`config.mk`:
```
export PLATFORM = sky130hd
export DESIGN_NAME = rib_itcm_arbiter_flat
export DESIGN_NICKNAME = d
export VERILOG_FILES = /design/src/rtl/rib_itcm_arbiter_if.sv /design/src/rtl/rib_itcm_arbiter.sv /design/src/flat_wrapper.sv
export SDC_FILE = /design/constraint.sdc
export NUM_CORES = 1
export LEC_CHECK = 0
export ABC_AREA = 1
export CORE_AREA = 5 5 119 121
export DETAILED_ROUTE_END_ITERATION = 8
export DIE_AREA = 0 0 124 126
export GPL_TIMING_DRIVEN = 0
export SETUP_SLACK_MARGIN = 0.4
export SLEW_MARGIN = 20
export SYNTH_ARGS = -nofsm -noshare
export SYNTH_HDL_FRONTEND = slang
export SYNTH_SLANG_ARGS = --single-unit
```
`constraint.sdc`:
```
create_clock -name i_clk -period 3 [get_ports i_clk]
set_input_delay 0.75 -clock i_clk [delete_from_list [all_inputs] [get_ports i_clk]]
set_output_delay 0.75 -clock i_clk [all_outputs]
set_load 0.01 [all_outputs]
```
`src/rtl/rib_itcm_arbiter_if.sv`:
```
// RIB command/response bundle: the master drives the command and ready, and the
// slave answers with grant, response valid and read data.
interface rib_itcm_arbiter_if #(
  parameter int ADDR_W = 32,
  parameter int DATA_W = 32
);
  logic [ADDR_W-1:0]   addr;
  logic                wrcs;
  logic [DATA_W/8-1:0] mask;
  logic [DATA_W-1:0]   wdata;
  logic                req;
  logic                gnt;
  logic [DATA_W-1:0]   rdata;
  logic                rsp;
  logic                rdy;

  modport master (
    output addr, wrcs, mask, wdata, req, rdy,
    input  gnt, rdata, rsp
  );

  modport slave (
    input  addr, wrcs, mask, wdata, req, rdy,
    output gnt, rdata, rsp
  );
endinterface

```
`src/rtl/rib_itcm_arbiter.sv`:
```
// Two-master RIB arbiter for the shared ITCM port: grants one command per cycle and
// steers each in-order slave response back to its issuer through an owner FIFO.
module rib_itcm_arbiter #(
  parameter int ADDR_W      = 32,
  parameter int DATA_W      = 32,
  parameter int OUTSTANDING = 2,
  parameter int RR_EN       = 1
) (
  input  logic               i_clk,
  input  logic               i_rst,
  rib_itcm_arbiter_if.slave  m0_if,
  rib_itcm_arbiter_if.slave  m1_if,
  rib_itcm_arbiter_if.master s_if,
  output logic               o_err
);
  localparam int PTR_W = (OUTSTANDING > 1) ? $clog2(OUTSTANDING) : 1;
  localparam int CNT_W = $clog2(OUTSTANDING) + 1;
  localparam logic [PTR_W-1:0] PTR_LAST = PTR_W'(OUTSTANDING - 1);
  localparam logic [CNT_W-1:0] CNT_FULL = CNT_W'(OUTSTANDING);

  logic             owner_q [OUTSTANDING];
  logic [PTR_W-1:0] wr_ptr_q, wr_ptr_d;
  logic [PTR_W-1:0] rd_ptr_q, rd_ptr_d;
  logic [CNT_W-1:0] cnt_q, cnt_d;
  logic             rr_prio_q, rr_prio_d;
  logic             err_q, err_d;

  logic win_s, full_s, empty_s, head_s;
  logic s_req_s, push_s, pop_s, s_rdy_s, rsp_ok_s;

  function automatic logic [PTR_W-1:0] ptr_inc(input logic [PTR_W-1:0] p);
    if (p == PTR_LAST) begin
      return {PTR_W{1'b0}};
    end else begin
      return p + PTR_W'(1);
    end
  endfunction

  // rr_prio_q names the master favoured on a tie; with no request the M0 fields pass through
  always_comb begin
    win_s = 1'b0;
    case ({m1_if.req, m0_if.req})
      2'b11:   win_s = (RR_EN != 0) ? rr_prio_q : 1'b1;
      2'b10:   win_s = 1'b1;
      default: win_s = 1'b0;
    endcase
  end

  assign full_s   = (cnt_q == CNT_FULL);
  assign empty_s  = (cnt_q == {CNT_W{1'b0}});
  assign head_s   = owner_q[rd_ptr_q];
  assign s_req_s  = (m0_if.req | m1_if.req) & ~full_s & ~i_rst;
  assign push_s   = s_req_s & s_if.gnt;
  assign rsp_ok_s = s_if.rsp & ~empty_s & ~i_rst;
  assign s_rdy_s  = ~empty_s & ~i_rst & (head_s ? m1_if.rdy : m0_if.rdy);
  assign pop_s    = s_if.rsp & s_rdy_s;

  assign s_if.req   = s_req_s;
  assign s_if.addr  = win_s ? m1_if.addr  : m0_if.addr;
  assign s_if.wrcs  = win_s ? m1_if.wrcs  : m0_if.wrcs;
  assign s_if.mask  = win_s ? m1_if.mask  : m0_if.mask;
  assign s_if.wdata = win_s ? m1_if.wdata : m0_if.wdata;
  assign s_if.rdy   = s_rdy_s;

  assign m0_if.gnt   = push_s & ~win_s;
  assign m1_if.gnt   = push_s & win_s;
  assign m0_if.rsp   = rsp_ok_s & ~head_s;
  assign m1_if.rsp   = rsp_ok_s & head_s;
  assign m0_if.rdata = s_if.rdata;
  assign m1_if.rdata = s_if.rdata;

  assign o_err = err_q;

  // Owner FIFO bookkeeping, tie-break pointer and the sticky orphan-response flag
  always_comb begin
    wr_ptr_d  = wr_ptr_q;
    rd_ptr_d  = rd_ptr_q;
    cnt_d     = cnt_q;
    rr_prio_d = rr_prio_q;
    err_d     = err_q;
    if (push_s) begin
      wr_ptr_d  = ptr_inc(wr_ptr_q);
      rr_prio_d = ~win_s;
    end else begin
      wr_ptr_d  = wr_ptr_q;
      rr_prio_d = rr_prio_q;
    end
    if (pop_s) begin
      rd_ptr_d = ptr_inc(rd_ptr_q);
    end else begin
      rd_ptr_d = rd_ptr_q;
    end
    case ({push_s, pop_s})
      2'b10:   cnt_d = cnt_q + CNT_W'(1);
      2'b01:   cnt_d = cnt_q - CNT_W'(1);
      default: cnt_d = cnt_q;
    endcase
    if (s_if.rsp && empty_s) begin
      err_d = 1'b1;
    end else begin
      err_d = err_q;
    end
  end

  // Control state register
  always_ff @(posedge i_clk) begin
    if (i_rst) begin
      wr_ptr_q  <= {PTR_W{1'b0}};
      rd_ptr_q  <= {PTR_W{1'b0}};
      cnt_q     <= {CNT_W{1'b0}};
      rr_prio_q <= 1'b0;
      err_q     <= 1'b0;
    end else begin
      wr_ptr_q  <= wr_ptr_d;
      rd_ptr_q  <= rd_ptr_d;
      cnt_q     <= cnt_d;
      rr_prio_q <= rr_prio_d;
      err_q     <= err_d;
    end
  end

  // Owner storage needs no reset: entries are only read while the count covers them
  always_ff @(posedge i_clk) begin
    if (push_s) begin
      owner_q[wr_ptr_q] <= win_s;
    end
  end
endmodule
```
`src/flat_wrapper.sv`:
```
// flat-port wrapper written by rule: the top's interface ports become plain ports
module rib_itcm_arbiter_flat 
#(
  parameter int ADDR_W      = 32,
  parameter int DATA_W      = 32,
  parameter int OUTSTANDING = 2,
  parameter int RR_EN       = 1
)
  (i_clk, i_rst, o_err, m0_if_addr, m0_if_wrcs, m0_if_mask, m0_if_wdata, m0_if_req, m0_if_rdy, m0_if_gnt, m0_if_rdata, m0_if_rsp, m1_if_addr, m1_if_wrcs, m1_if_mask, m1_if_wdata, m1_if_req, m1_if_rdy, m1_if_gnt, m1_if_rdata, m1_if_rsp, s_if_addr, s_if_wrcs, s_if_mask, s_if_wdata, s_if_req, s_if_rdy, s_if_gnt, s_if_rdata, s_if_rsp);
  rib_itcm_arbiter_if #(.ADDR_W(ADDR_W), .DATA_W(DATA_W)) m0_if_i ();
  rib_itcm_arbiter_if #(.ADDR_W(ADDR_W), .DATA_W(DATA_W)) m1_if_i ();
  rib_itcm_arbiter_if #(.ADDR_W(ADDR_W), .DATA_W(DATA_W)) s_if_i ();
  input  logic i_clk;
  input  logic i_rst;
  output logic o_err;
  input wire logic [$bits(m0_if_i.addr)-1:0] m0_if_addr;
  input wire logic [$bits(m0_if_i.wrcs)-1:0] m0_if_wrcs;
  input wire logic [$bits(m0_if_i.mask)-1:0] m0_if_mask;
  input wire logic [$bits(m0_if_i.wdata)-1:0] m0_if_wdata;
  input wire logic [$bits(m0_if_i.req)-1:0] m0_if_req;
  input wire logic [$bits(m0_if_i.rdy)-1:0] m0_if_rdy;
  output wire logic [$bits(m0_if_i.gnt)-1:0] m0_if_gnt;
  output wire logic [$bits(m0_if_i.rdata)-1:0] m0_if_rdata;
  output wire logic [$bits(m0_if_i.rsp)-1:0] m0_if_rsp;
  input wire logic [$bits(m1_if_i.addr)-1:0] m1_if_addr;
  input wire logic [$bits(m1_if_i.wrcs)-1:0] m1_if_wrcs;
  input wire logic [$bits(m1_if_i.mask)-1:0] m1_if_mask;
  input wire logic [$bits(m1_if_i.wdata)-1:0] m1_if_wdata;
  input wire logic [$bits(m1_if_i.req)-1:0] m1_if_req;
  input wire logic [$bits(m1_if_i.rdy)-1:0] m1_if_rdy;
  output wire logic [$bits(m1_if_i.gnt)-1:0] m1_if_gnt;
  output wire logic [$bits(m1_if_i.rdata)-1:0] m1_if_rdata;
  output wire logic [$bits(m1_if_i.rsp)-1:0] m1_if_rsp;
  output wire logic [$bits(s_if_i.addr)-1:0] s_if_addr;
  output wire logic [$bits(s_if_i.wrcs)-1:0] s_if_wrcs;
  output wire logic [$bits(s_if_i.mask)-1:0] s_if_mask;
  output wire logic [$bits(s_if_i.wdata)-1:0] s_if_wdata;
  output wire logic [$bits(s_if_i.req)-1:0] s_if_req;
  output wire logic [$bits(s_if_i.rdy)-1:0] s_if_rdy;
  input wire logic [$bits(s_if_i.gnt)-1:0] s_if_gnt;
  input wire logic [$bits(s_if_i.rdata)-1:0] s_if_rdata;
  input wire logic [$bits(s_if_i.rsp)-1:0] s_if_rsp;
  assign m0_if_i.addr = m0_if_addr;
  assign m0_if_i.wrcs = m0_if_wrcs;
  assign m0_if_i.mask = m0_if_mask;
  assign m0_if_i.wdata = m0_if_wdata;
  assign m0_if_i.req = m0_if_req;
  assign m0_if_i.rdy = m0_if_rdy;
  assign m0_if_gnt = m0_if_i.gnt;
  assign m0_if_rdata = m0_if_i.rdata;
  assign m0_if_rsp = m0_if_i.rsp;
  assign m1_if_i.addr = m1_if_addr;
  assign m1_if_i.wrcs = m1_if_wrcs;
  assign m1_if_i.mask = m1_if_mask;
  assign m1_if_i.wdata = m1_if_wdata;
  assign m1_if_i.req = m1_if_req;
  assign m1_if_i.rdy = m1_if_rdy;
  assign m1_if_gnt = m1_if_i.gnt;
  assign m1_if_rdata = m1_if_i.rdata;
  assign m1_if_rsp = m1_if_i.rsp;
  assign s_if_addr = s_if_i.addr;
  assign s_if_wrcs = s_if_i.wrcs;
  assign s_if_mask = s_if_i.mask;
  assign s_if_wdata = s_if_i.wdata;
  assign s_if_req = s_if_i.req;
  assign s_if_rdy = s_if_i.rdy;
  assign s_if_i.gnt = s_if_gnt;
  assign s_if_i.rdata = s_if_rdata;
  assign s_if_i.rsp = s_if_rsp;
  rib_itcm_arbiter #(.ADDR_W(ADDR_W), .DATA_W(DATA_W), .OUTSTANDING(OUTSTANDING), .RR_EN(RR_EN)) u_core (.i_clk(i_clk), .i_rst(i_rst), .m0_if(m0_if_i), .m1_if(m1_if_i), .s_if(s_if_i), .o_err(o_err));
endmodule
```
==> results of run 1 <==
==> placed cells by master (no fill, tap or decap) <==
cell	n
a31oi_1	1
clkdlybuf4s50_1	208
nand2_4	2
dlygate4sd2_1	52
o21ai_1	1
o21ai_2	1
nor2_1	13
inv_2	2
a21oi_1	5
clkdlybuf4s15_2	2
nand2_8	1
nor2_2	1
buf_12	3
nand4_4	1
inv_12	1
ha_1	1
buf_2	3
buf_4	82
buf_8	1
clkbuf_16	3
nand2_2	1
o21ai_0	2
buf_6	11
nand2_1	219
clkdlybuf4s15_1	11
or2_2	1
edfxtp_1	2
nor2_4	1
clkbuf_2	6
nand3_1	3
clkbuf_1	1
dfxtp_1	7
inv_1	12
==> cells in the mapped netlist (all sizes together) <==
master  instances  area, um2
ha              1       12.5
edfxtp          2       60.1
nand4           1       21.3
or2             1       6.26
nand2         222        838
nand3           3       15.0
a21oi           5       25.0
buf            78        551
o21ai           4       23.8
a31oi           1       6.26
inv            15       56.3
nor2           15       58.8
dfxtp           7        140
==> worst paths after layout <==
path	slack (ns)	startpoint	end	cells past startpoint
setup / recovery	0.43	m1_if_req	s_if_req	5
hold / removal	0.48	u_core.o_err	u_core.o_err	2
setup reg to reg	1.41	u_core.cnt_q[0]	u_core.cnt_q[1]	9
hold reg to reg	0.48	u_core.o_err	u_core.o_err	2
==> kinds of logic (layout without fill, tap and decap cells) <==
group / after synthesis / count (layout) / synth area share [%]
simple gates: 242 / 243 / 51.8
flops: 9 / 9 / 11.0
buf+inv: 93 / 398 / 33.4
compound gates: 10 / 10 / 3.03
fa+ha+maj: 1 / 1 / 0.690
==> power by group <==
part           switching, mW  total [mW]  leakage [nW]  internal, mW
sequential           0.00459       0.136        0.0759         0.131
clock                 0.0560       0.233        0.0382         0.177
combinational          0.300       0.773          2.47         0.473
==> tightest hold or removal path, stage by stage, from the launching register on <==
cell and delay (ns):
dfxtp_1 0.32, a31oi_1 0.04, nor2_1 0.07
==> routing by layer <==
metal  GRT usage, %  vias to the layer above  wire length, um
met1           13.3                     1320             3850
met5              0                        -                0
met4           2.26                        0              176
met2           26.6                      148             6170
li1               -                     1608                -
met3           3.81                       14             1040
==> cell type report <==
cell class              count  share of cell area (%)
plain buffers              78                    12.8
multi-input cells         254                    20.4
repair buffers            301                    55.8
inverters                  15                    1.34
clock buffers               4                    1.53
well taps                 176                    4.28
flip-flops and latches      9                    3.89
==> what timing repair did <==
action / in CTS / in global routing
setup buffers: 11 / 4
cloned: 2 / 0
setup endpoints to repair: 75 / 28
pin swaps: 4 / 2
resized for setup: 147 / 25
==> flow_summary_export.csv, run 1 <==
group,metric,value,unit
critical_path,arr_time_crit_path,1.82,ns
place,gpl.final_weighted_congestion,0.806,
floorplan,rows,42,
cells_and_area,register_area,200,um2
clocking,cts_hold_buffers,0,
clocking,tritoncts,"done",
power,p_leak,2.58,nW
clocking,clk-insertion-delay-late,0.23,ns
timing,finalSetupTns,0,ns
critical_path,critical_path_peak_fanout,3,
critical_path,critical_path.slowest_cell,"clkdlybuf4s50_1",
clocking,cts.path.max_buffers,2,
route,vias,3090,
route,drc_errors,0,
clocking,cts_made_buffers,3,
flow_run,maxCapViolations,0,
clocking,numClockSinks,9,
cells_and_area,multi_input_area,1050,um2
floorplan,initial_utilization,14.0,%
hold_path,timing.hold.worst.class,"reg2reg",
floorplan,design.core.area,13000,um2
route,drt_pass1_iterations,4,
critical_path,critPathTopFamily,"buffers and inverters",
place,place.detailed.instances,816,
critical_path,worstPathCellList,"buf_4, or2_2, nand2_1, nor2_1, clkdlybuf4s50_1",
power,finalPower,1.14,mW
synthesis,syn_avg_cell_area,5.11,um2
power,p_per_area,222,nW/um2
clocking,clkSlewWorstSetupHoldPaths,0.04,ns
power,vdd_drop_max,0.145,mV
synthesis,synthCells,355,
clocking,htree_num_levels,1,
cells_and_area,drive_above_1_share,18.6,%
route,wl,11.2,mm
route,routed_via_density,3.69,
cells_and_area,n_antenna_cell,0,
floorplan,ios,318,
timing,max_slew.worst_pin.slew,0.224,ns
route,first_iter_violations,92,
cells_and_area,final_cells,837,
timing,max_freq,389,MHz
cells_and_area,finalNetCount,841,
timing,worst_slew_margin_rel,85.0,%
floorplan,die_area,15600,um2
critical_path,path_buf_inv,2,
route,detail-route-antenna-nets,0,
timing,hold_ws,0.480,ns
global_route,number_of_antenna_violations_at_the_first_check_in_global_routing,0,
timing,fin_skew,0.00136,ns
global_route,grt_first_pass_wirelength,16.5,mm
floorplan,die_height,126,um
timing,slew_violations,0,
synthesis,netlist-cell-type-count,19,
cells_and_area,layout.filler_cells,1406,
place,io_buffers,285,
critical_path,cp_slowest_stage_delay,0.48,ns
synthesis,synth_seq_cells,9,
synthesis,synthesis.nets,534,
critical_path,type_of_destination_of_the_critical_path,"primary output",
global_route,global_route.usage.total,13.3,%
timing,report.final.hold_viol_count,0,
floorplan,die-width,124,um
cells_and_area,fin_util,39.6,%
synthesis,syn_area,1810,um2
cells_and_area,post-route-cell-area,5140,um2
place,pre_cts_setup_slack,-0.542,ns
place,dp.final_hpwl,9.76,mm
global_route,first_global_vias,3356,
cells_and_area,area_delta_synth_final,184,%
synthesis,number_of_warnings_issued_by_yosys,0,
global_route,globalRoute.totalOverflow,0,
timing,min_period,2.57,ns
global_route,grt_start_max_net_pins,12,
synthesis,synth_seq_area_share,11.0,%
place,dpl_cell_area,4890,um2
critical_path,worstPathRequired,2.25,ns
critical_path,crit_path_start_kind,"primary input",
timing,rsz0062_at_grt,"true",
timing,final.setup.worst_slack,0.432,ns
run_status,outcome,"completed",
timing,final.period_utilization,85.6,%
clocking,clock-root-buffer,"clkbuf_16",
critical_path,worst-setup-path-type,"in2out",
route,drt-wirelength-per-cell,13.4,um
timing,report.final.setup_viol,0,
Power figures use the tool's default switching activity.
==> run 2: changes to the inputs <==
--- a/config.mk
+++ b/config.mk
@@ -9,6 +9,7 @@
 export CORE_AREA = 5 5 119 121
 export DETAILED_ROUTE_END_ITERATION = 8
 export DIE_AREA = 0 0 124 126
+export GPL_ROUTABILITY_DRIVEN = 1
 export GPL_TIMING_DRIVEN = 0
 export SETUP_SLACK_MARGIN = 0.4
 export SLEW_MARGIN = 20
==> results of run 2 <==
Same layout as run 1: the final DEF is identical, and so are final timing and power.
